===== config.mk =====
export PLATFORM = sky130hd
export DESIGN_NAME = alu_mul_seq
export DESIGN_NICKNAME = d
export VERILOG_FILES = /design/src/rtl/alu_mul_seq.sv
export SDC_FILE = /design/constraint.sdc
export NUM_CORES = 1
export LEC_CHECK = 0
export ABC_AREA = 1
export ABC_CLOCK_PERIOD_IN_PS = 1900
export BUFFER_PORTS_ARGS = -buffer_cell sky130_fd_sc_hd__buf_2
export CAP_MARGIN = 20
export CELL_PAD_IN_SITES_DETAIL_PLACEMENT = 1
export CELL_PAD_IN_SITES_GLOBAL_PLACEMENT = 2
export CORE_ASPECT_RATIO = 0.9
export CORE_MARGIN = 3
export CORE_UTILIZATION = 30
export CTS_CLUSTER_SIZE = 8
export DETAILED_ROUTE_END_ITERATION = 12
export PLACE_DENSITY = 0.81
export SYNTH_ARGS = -nofsm -noshare
export SYNTH_HDL_FRONTEND = slang
export SYNTH_SLANG_ARGS = --single-unit

===== constraint.sdc =====
create_clock -name CLK -period 1.9 [get_ports CLK]
set_input_delay 0.095 -clock CLK [delete_from_list [all_inputs] [get_ports CLK]]
set_output_delay 0.095 -clock CLK [all_outputs]
set_load 0.02 [all_outputs]

===== src/rtl/alu_mul_seq.sv =====
// alu_mul_seq: shift-and-add 5-bit multiplier that time-shares the ALU.
// Ports: CLK/RST, START/A/B in, BUSY/DONE/P/PZ out, ALU_A/B/OP out, ALU_R/ZF in.
module alu_mul_seq #(
    parameter int         WIDTH   = 5,
    parameter logic [1:0] IDLE_OP = 2'b11
) (
    input  logic             CLK,
    input  logic             RST,
    input  logic             START,
    input  logic [WIDTH-1:0] A,
    input  logic [WIDTH-1:0] B,
    output logic             BUSY,
    output logic             DONE,
    output logic [WIDTH-1:0] P,
    output logic             PZ,
    output logic [WIDTH-1:0] ALU_A,
    output logic [WIDTH-1:0] ALU_B,
    output logic [1:0]       ALU_OP,
    input  logic [WIDTH-1:0] ALU_R,
    input  logic             ALU_ZF
);

    typedef enum logic [1:0] {
        S_IDLE,
        S_SHIFT,
        S_ADD,
        S_DONE
    } state_t;

    localparam logic [2:0] LAST = 3'(WIDTH - 1);

    state_t           state;
    state_t           state_nx;
    logic [WIDTH-1:0] mcand;
    logic [WIDTH-1:0] mplier;
    logic [WIDTH-1:0] acc;
    logic [WIDTH-1:0] tmp;
    logic [2:0]       i;
    logic             accept;

    assign BUSY = (state == S_SHIFT) || (state == S_ADD);
    assign DONE = (state == S_DONE);

    always_comb begin
        state_nx = state;
        ALU_A    = '0;
        ALU_B    = '0;
        ALU_OP   = IDLE_OP;
        accept   = 1'b0;
        unique case (state)
            S_IDLE: begin
                if (START) begin
                    accept   = 1'b1;
                    state_nx = S_SHIFT;
                end
            end
            S_SHIFT: begin
                ALU_A    = mcand;
                ALU_B    = WIDTH'(i);
                ALU_OP   = 2'b10;
                state_nx = S_ADD;
            end
            S_ADD: begin
                ALU_A    = acc;
                ALU_B    = mplier[i] ? tmp : '0;
                ALU_OP   = 2'b00;
                state_nx = (i == LAST) ? S_DONE : S_SHIFT;
            end
            S_DONE: begin
                // a START here chains straight into the next run
                if (START) begin
                    accept   = 1'b1;
                    state_nx = S_SHIFT;
                end else begin
                    state_nx = S_IDLE;
                end
            end
            default: state_nx = S_IDLE;
        endcase
    end

    always_ff @(posedge CLK or posedge RST) begin
        if (RST) begin
            state  <= S_IDLE;
            mcand  <= '0;
            mplier <= '0;
            acc    <= '0;
            tmp    <= '0;
            i      <= '0;
            P      <= '0;
            PZ     <= 1'b0;
        end else begin
            state <= state_nx;
            if (accept) begin
                mcand  <= A;
                mplier <= B;
                acc    <= '0;
                i      <= '0;
            end
            if (state == S_SHIFT) begin
                tmp <= ALU_R;
            end
            if (state == S_ADD) begin
                acc <= ALU_R;
                if (i == LAST) begin
                    P  <= ALU_R;
                    PZ <= ALU_ZF;
                end else begin
                    i <= i + 3'd1;
                end
            end
        end
    end

endmodule


==> flow_summary.json, run 1 <==
{
  "status": "completed",
  "syn-cell-area_sq_um": 1520,
  "antennaDiodeCount": 0,
  "pin_count": 39,
  "ant_nets": 0,
  "seq_area_sq_um": 777,
  "htreeDepth": 2,
  "cp-startpoint": "state[0]",
  "cts_buffers": 5,
  "end_kind": "output pin",
  "fin_crit_ns": 1.72,
  "hold_violations": 0,
  "peakVddDrop_uv": 629,
  "viasPerCell": 4.55,
  "max_cap_viol_count": 0,
  "area_growth_pct": 27.9,
  "clockBufferDepth": 2,
  "dpl.hpwl_mm": 2.90,
  "yosysWarnings": 0,
  "wl_mm": 3.85,
  "tns_ns": 0,
  "path_max_fanout": 9,
  "synthTopCellsByArea": "dfrtp_1 (51%), nand2_1 (7.9%), inv_1 (7.2%)",
  "cts_tree": "done",
  "slew_headroom": 0.733,
  "rsz0062_at_grt": "no",
  "grt.total_usage": 0.139,
  "multi_input_area_sq_um": 627,
  "post-route-period-util": 0.908,
  "crit_path_start_kind": "register",
  "place_ws_ns": 0.165,
  "grt_pass1_vias": 1297,
  "finalNetCount": 252,
  "layout_common_cells": "buf_2 (38), nand2_1 (31), dfrtp_1 (30)",
  "setup_viol": 0,
  "ys_types": 18,
  "grt_overflow_total": 0,
  "cp-endpoint": "ALU_B[3]",
  "clk_pin_slew_worst_paths_ns": 0.07,
  "grt_max_degree": 32,
  "final_util": 0.416,
  "avgSynthCellArea_sq_um": 8.62,
  "vias": 1310,
  "synth_cells": 176,
  "die_area_sq_um": 5950,
  "hold_class": "input port to register",
  "drive_gt1_frac": 0.305,
  "critPathRequiredTime_ns": 1.80,
  "drt_pass1_iterations": 4,
  "num_rows": 23,
  "synth_fp_nets": 203,
  "io_buffers": 38,
  "power.leakage_uw": 0.00101,
  "clock-sinks": 31,
  "finalWorstSetupSlack_ns": 0.176,
  "synth_top_area_frac": 0.512,
  "r2r-end": "PZ",
  "ys_seq_elements": 31,
  "crit_arrival_ns": 1.63,
  "antenna_found_initial": 0,
  "grt_pass1_wl_mm": 6.25,
  "fmax_mhz": 580,
  "root_buffer": "clkbuf_8",
  "clk_latency_ns": 0.28,
  "synth_area_leader_cell": "dfrtp_1",
  "nFillCells": 574,
  "r2r_cells": 5,
  "die_h_um": 73.5,
  "seq_area_frac_synth": 0.512,
  "mostFrequentLayoutCell": "buf_2",
  "path_class": "register to output pin",
  "wire_per_inst_um": 13.4,
  "die_w_um": 80.9,
  "initial_core_util": 0.325,
  "regToRegStartpoint": "state[0]",
  "drc": 0,
  "drt_iter0_drc": 42,
  "core_area_sq_um": 4660,
  "worstMarginPinSlew_ns": 0.401,
  "gp_congestion": 0.795,
  "drv_slew": 0,
  "p_per_area_nw_per_um2": 1780,
  "r2r_setup_slack_ns": 0.38,
  "finalClockSkew_ns": 0.00599
}
## worst min-delay path by stage
| stage | slack [ns] | startpoint | cells after the start | to |
|---|---|---|---|---|
| 3_5_place_dp | 0.21 | RST | 3 | P[2] |
| 3_3_place_gp | 0.20 | RST | 3 | P[0] |
| 2_1_floorplan | 0.20 | RST | 1 | PZ |
| 5_1_grt | 0.05 | B[4] | 2 | mplier[4] |
| 4_1_cts | 0.04 | B[4] | 2 | mplier[4] |
| 6_report | 0.05 | B[4] | 2 | mplier[4] |
## critical path, cell delays in order, from the launching register on
cell,delay (ns)
dfrtp_1,0.40
inv_2,0.11
ha_4,0.31
nand2_4,0.10
inv_1,0.09
nand2_1,0.06
a21oi_1,0.11
buf_2,0.18
## final cells by class
cell class,instances,share of cell area
sequential,31,0.401
multi-input combinational,109,0.323
timing repair buffer,47,0.134
inverter,31,0.0600
tap,62,0.0400
clock buffer,7,0.0394
clock inverter,1,0.00258
## cells by family after synthesis
logic type	share of synthesized area
compound gates	0.148
fa+ha+maj	0.0660
buf+inv	0.0982
flops	0.512
mux	0.0297
simple gates	0.147
## cell usage after synthesis (all sizes together)
| master | number |
|---|---|
| a211oi | 1 |
| ha | 8 |
| nor2 | 16 |
| a21oi | 13 |
| nand4 | 1 |
| buf | 5 |
| nand3 | 3 |
| mux2 | 4 |
| dfrtp | 31 |
| nand2 | 35 |
| inv | 31 |
| o21ai | 20 |
| o31ai | 1 |
| o22ai | 7 |
## per-stage QoR
step / power (uW) / instance area, sq um / std cells / hold slack, ns
floorplan: 2310 / 1520 / 176 / 0.199
global placement: 2810 / 1800 / 277 / 0.199
detailed placement: 2840 / 1800 / 277 / 0.205
CTS: 3410 / 1910 / 286 / 0.0423
global route: 3770 / 1940 / 288 / 0.0511
finish: 3460 / 1940 / 288 / 0.0457
## sequential cells by signal (all words and copies together), names as in the netlist
name and count:
P 5, acc 5, mcand 5, mplier 5
tmp 5, i 3, state 2, PZ 1
## power by group
part | internal, uW | leakage, uW | switching (uW)
Sequential | 965 | 0.000365 | 159
Combinational | 661 | 0.000605 | 1170
Clock | 257 | 0.0000422 | 244
Total | 1880 | 0.00101 | 1580
## routing by layer
metal | wire (um) | share of wire | vias to the layer above | GRT usage
met2 | 1640 | 0.43 | 27 | 0.202
li1 | - | - | 658 | -
met3 | 169 | 0.044 | 5 | 0.0343
met5 | 0 | 0 | - | 0
met1 | 2010 | 0.52 | 620 | 0.205
met4 | 29 | 0.0075 | 0 | 0.0338
## what timing repair did
| item | CTS | global route |
|---|---|---|
| buffers inserted | 0 | 2 |
| gates resized for setup | 4 | 5 |
| hold buffers | 1 | 0 |
| endpoints found under the hold margin | 31 | 0 |
| setup endpoints to repair | 7 | 9 |
Power figures use the tool's default switching activity.
==> inputs of run 2 (changes only) <==
--- a/config.mk
+++ b/config.mk
@@ -17,6 +17,7 @@
 export CTS_CLUSTER_SIZE = 8
 export DETAILED_ROUTE_END_ITERATION = 12
 export PLACE_DENSITY = 0.81
+export RECOVER_POWER = 50
 export SYNTH_ARGS = -nofsm -noshare
 export SYNTH_HDL_FRONTEND = slang
 export SYNTH_SLANG_ARGS = --single-unit
==> run 2 against run 1 <==
Wire length decreased by 0.31%. Critical path depth unchanged. Global-route usage unchanged. Critical endpoint unchanged. Largest power group unchanged. Worst setup slack improved by 0.0035 ns. Utilization decreased by 0.30 points. Sequential power about the same. Final area decreased by 0.71%.
==> flow_summary.json, run 2 (synthesis gave the netlist of run 1 again) <==
{
  "status": "completed",
  "drt_pass1_iterations": 4,
  "crit_path_max_incr_delay_ns": 0.39,
  "io_buffers": 38,
  "holdCritStartpoint": "B[4]",
  "critPathRequiredTime_ns": 1.80,
  "pin_count": 39,
  "cts_buffers": 5,
  "drive_gt1_frac": 0.274,
  "hold_violations": 0,
  "ant_nets": 0,
  "tns_ns": 0,
  "layout_common_cells": "buf_2 (32), nand2_1 (31), dfrtp_1 (30)",
  "path_max_fanout": 9,
  "finalNetCount": 252,
  "area_growth_pct": 27.0,
  "rsz0062_at_grt": "no",
  "max_cap_viol_count": 0,
  "dp.cells": 277,
  "grt_max_degree": 32,
  "p_per_area_nw_per_um2": 1780,
  "root_buffer": "clkbuf_8",
  "clockBufferDepth": 2,
  "end_kind": "output pin",
  "grt_pass1_wl_mm": 6.25,
  "mostFrequentLayoutCell": "buf_2",
  "seq_area_sq_um": 777,
  "drv_slew": 0,
  "grt_pass1_vias": 1297,
  "die_area_sq_um": 5950,
  "clock-sinks": 31,
  "regToRegStartpoint": "state[1]",
  "cts_tree": "done",
  "hold_class": "input port to register",
  "path_class": "register to output pin",
  "finalClockSkew_ns": 0.00510,
  "final-instance-count-excl-fill": 288,
  "vias": 1312,
  "grt_overflow_total": 0,
  "slew_headroom": 0.480,
  "setup_viol": 0,
  "power.leakage_uw": 0.000992,
  "num_rows": 23,
  "clk_pin_slew_worst_paths_ns": 0.07,
  "wire_per_inst_um": 13.3,
  "grt.total_usage": 0.139,
  "htreeDepth": 2,
  "drt_iter0_drc": 43,
  "crit_path_start_kind": "register",
  "cp-startpoint": "state[0]",
  "wl_mm": 3.84,
  "fin_crit_ns": 1.72,
  "cp_cell_sequence": "inv_2 > ha_4 > nand2_4 > inv_1 > nand2_1 > a21oi_1 > buf_2",
  "fmax_mhz": 581,
  "peakVddDrop_uv": 628,
  "drc": 0,
  "gp_congestion": 0.795,
  "post-route-period-util": 0.906,
  "nFillCells": 574,
  "initial_core_util": 0.325,
  "dpl.hpwl_mm": 2.90,
  "viasPerCell": 4.56,
  "antennaDiodeCount": 0,
  "worstMarginPinSlew_ns": 0.781,
  "die_h_um": 73.5,
  "crit_arrival_ns": 1.63,
  "core_area_sq_um": 4660,
  "clk_latency_ns": 0.28,
  "cp_slowest_cell": "dfrtp_1",
  "antenna_found_initial": 0,
  "multi_input_area_sq_um": 627,
  "die_w_um": 80.9
}
run 2: changes by cell type in the layout (fill, tap and decap cells not counted), sizes merged:
cell / before / now
buf: 46 / 38
clkbuf: 7 / 15
run 2: routing by layer:
| metal | vias to the layer above | track usage | share of wire |
|---|---|---|---|
| li1 | 659 | - | - |
| met1 | 617 | 0.205 | 0.51 |
| met2 | 31 | 0.202 | 0.43 |
| met3 | 5 | 0.0343 | 0.052 |
| met4 | 0 | 0.0338 | 0.0076 |
| met5 | - | 0 | 0 |
run 2: cell type report:
| type | instances | area share |
|---|---|---|
| multi-input cells | 109 | 0.326 |
| clock inverters | 1 | 0.00260 |
| flip-flops and latches | 31 | 0.404 |
| clock buffers | 7 | 0.0396 |
| inverters | 31 | 0.0604 |
| repair buffers | 47 | 0.128 |
| well taps | 62 | 0.0403 |
run 2: final timing paths:
path / depth (start not counted) / endpoint / slack [ns]
setup / recovery: 7 / ALU_B[3] / 0.18
hold / removal: 2 / mplier[4] / 0.05
setup reg to reg: 4 / tmp[4] / 0.33
hold reg to reg: 1 / PZ / 0.51
max in group asynchronous: 4 / state[1] / 0.79
min in group asynchronous: 4 / state[0] / 0.58
run 2: worst max-delay path: cells and delay by family, from the launching register on:
family,cells,cell delay (ns)
flip-flops,1,0.39
buffers and inverters,3,0.38
adder cells (fa/ha/maj),1,0.31
AND/OR/NAND/NOR,2,0.16
AO/OA/AOI/OAI,1,0.11
run 2: power by group:
part / total, uW / internal [uW] / switching [uW]
clock network: 499 / 257 / 242
logic: 1800 / 635 / 1170
registers: 1130 / 965 / 160
total: 3430 / 1860 / 1570
run 2: through the flow:
step	area, sq um	util	hold WS, ns	total power, uW	setup WS, ns
5_1_grt	1930	0.413	0.0511	3750	0.0446
4_1_cts	1910	0.409	0.0423	3410	0.0281
3_5_place_dp	1800	0.385	0.205	2840	0.165
2_1_floorplan	1520	-	0.199	2310	0.187
6_report	1930	0.413	0.0456	3430	0.179
3_3_place_gp	1800	0.385	0.199	2810	0.258
run 2: what timing repair did:
item	CTS	global route
gates resized for setup	4	5
hold endpoints to repair	31	0
hold buffers	1	0
setup buffers	0	2
setup endpoints to repair	7	9
==> inputs of run 3 (changes only) <==
==> constraint.sdc (replaced) <==
create_clock -name CLK -period 1.9 [get_ports CLK]
set_input_delay 0.095 -clock CLK [delete_from_list [all_inputs] [get_ports CLK]]
set_output_delay 0.095 -clock CLK [all_outputs]
set_load 0.1 [all_outputs]
==> run 3 against run 2 <==
Critical path depth is 1 lower. Final area rose by 16%. Global-route usage is 2.2 points higher. Wire length rose by 14%. Utilization grew 6.4 points. Register-to-register slack got worse by 0.19 ns. Sequential share of layout area fell by 5.5 points. Fmax is 7.1% lower. Clock skew shrank 0.0016 ns. Worst setup slack worse by 0.13 ns. Non-clock buffer count up 4. First-iteration DRC count increased by 72%. Critical endpoint is now ALU_A[2]. Largest cell class unchanged. Highest routed layer unchanged.
==> flow_summary.json, run 3 (synthesis gave the netlist of run 1 again) <==
{
  "drive_gt1_frac": 0.332,
  "post-route-period-util": 0.975,
  "grt_max_degree": 32,
  "end_kind": "output pin",
  "wl_met2_mm": 2.16,
  "antennaDiodeCount": 0,
  "r2r-end": "acc[1]",
  "nFillCells": 568,
  "fmax_mhz": 540,
  "multi_input_area_sq_um": 732,
  "drc": 0,
  "die_h_um": 73.5,
  "pin_count": 39,
  "drt_iter0_drc": 74,
  "finalNetCount": 256,
  "mostFrequentLayoutCell": "dfrtp_1",
  "grt_pass1_vias": 1553,
  "cts_buffers": 5,
  "clk_pin_slew_worst_paths_ns": 0.06,
  "cp-startpoint": "state[0]",
  "hold_class": "input port to register",
  "status": "completed",
  "clockBufferDepth": 2,
  "r2r_cells": 7,
  "die_area_sq_um": 5950,
  "slew_headroom": 0.210,
  "dpl.hpwl_mm": 3.33,
  "wl_mm": 4.36,
  "htreeDepth": 2,
  "hold_violations": 0,
  "finalClockSkew_ns": 0.00351,
  "layout_common_cells": "dfrtp_1 (31), nand2_1 (28), inv_1 (26)",
  "ant_nets": 0,
  "regToRegStartpoint": "state[0]",
  "placed_area_sq_um": 2090,
  "finalWorstSetupSlack_ns": 0.0468,
  "final_util": 0.477,
  "grt_pass1_wl_mm": 7.29,
  "fin_area_sq_um": 2230,
  "fin_crit_ns": 1.85,
  "path_max_fanout": 7,
  "vias": 1386,
  "drt_pass1_iterations": 4,
  "top_layer": "met4",
  "viasPerCell": 4.76,
  "die_w_um": 80.9,
  "critPathRequiredTime_ns": 1.80,
  "max_cap_viol_count": 0,
  "grt_overflow_total": 0,
  "clock-sinks": 31,
  "setup_viol": 0,
  "root_buffer": "clkbuf_8",
  "area_growth_pct": 46.8,
  "r2r_setup_slack_ns": 0.14,
  "core_area_sq_um": 4660,
  "initial_core_util": 0.325,
  "num_rows": 23,
  "crit_path_start_kind": "register",
  "path_class": "register to output pin",
  "cp-endpoint": "ALU_A[2]",
  "gp_congestion": 0.777,
  "wl_met3_um": 174,
  "antenna_found_initial": 0,
  "cts_tree": "done",
  "io_buffers": 38,
  "worstMarginPinSlew_ns": 1.19,
  "whs_ns": 0.0553,
  "drv_slew": 0,
  "wirelength_met1_mm": 1.96,
  "place_ws_ns": 0.234,
  "seq_area_sq_um": 776,
  "clk_latency_ns": 0.28,
  "grt.total_usage": 0.161,
  "wire_per_inst_um": 15.0,
  "crit_arrival_ns": 1.76
}
[run 3: stage by stage]
stage / TNS, ns / std cells
finish: 0 / 291
global route: -0.0898 / 291
detailed placement: 0 / 278
floorplan: -4.78 / 176
CTS: 0 / 289
global placement: 0 / 278
[run 3: cell type report]
class / count / area share
inverters: 31 / 0.0551
flip-flops and latches: 31 / 0.349
well taps: 62 / 0.0349
repair buffers: 51 / 0.193
multi-input cells: 109 / 0.329
clock buffers: 6 / 0.0371
clock inverters: 1 / 0.00225
[run 3: worst min-delay path by stage]
stage,startpoint,to,slack (ns),cells after the start
after global placement,RST,mcand[2],0.19,3
after global routing,ALU_ZF,PZ,0.06,2
final,ALU_ZF,PZ,0.06,2
after floorplan,RST,PZ,0.20,1
after detailed placement,RST,mcand[2],0.20,3
after CTS,ALU_ZF,PZ,0.06,2
[run 3: per-layer routing]
| layer | vias to the layer above | GRT usage |
|---|---|---|
| met3 | 9 | 0.0368 |
| met2 | 30 | 0.283 |
| li1 | 659 | - |
| met4 | 0 | 0.0450 |
| met5 | - | 0 |
| met1 | 688 | 0.197 |
[run 3: timing repair]
action,4_1_cts,5_1_grt
hold buffers,1,0
hold endpoints to repair,31,0
resized for setup,0,4
buffers inserted,3,2
pin swaps,0,1
setup endpoints to repair,6,8
[run 3: worst max-delay path, cell delays in order, from the launching register on]
cell	delay, ns
dfrtp_1	0.43
inv_4	0.09
ha_4	0.31
nand2_1	0.11
buf_6	0.17
o22ai_4	0.17
buf_12	0.20
Power of run 3 is not shown: default switching activity piles up to over one toggle a cycle in this logic, so the estimate is an artifact.
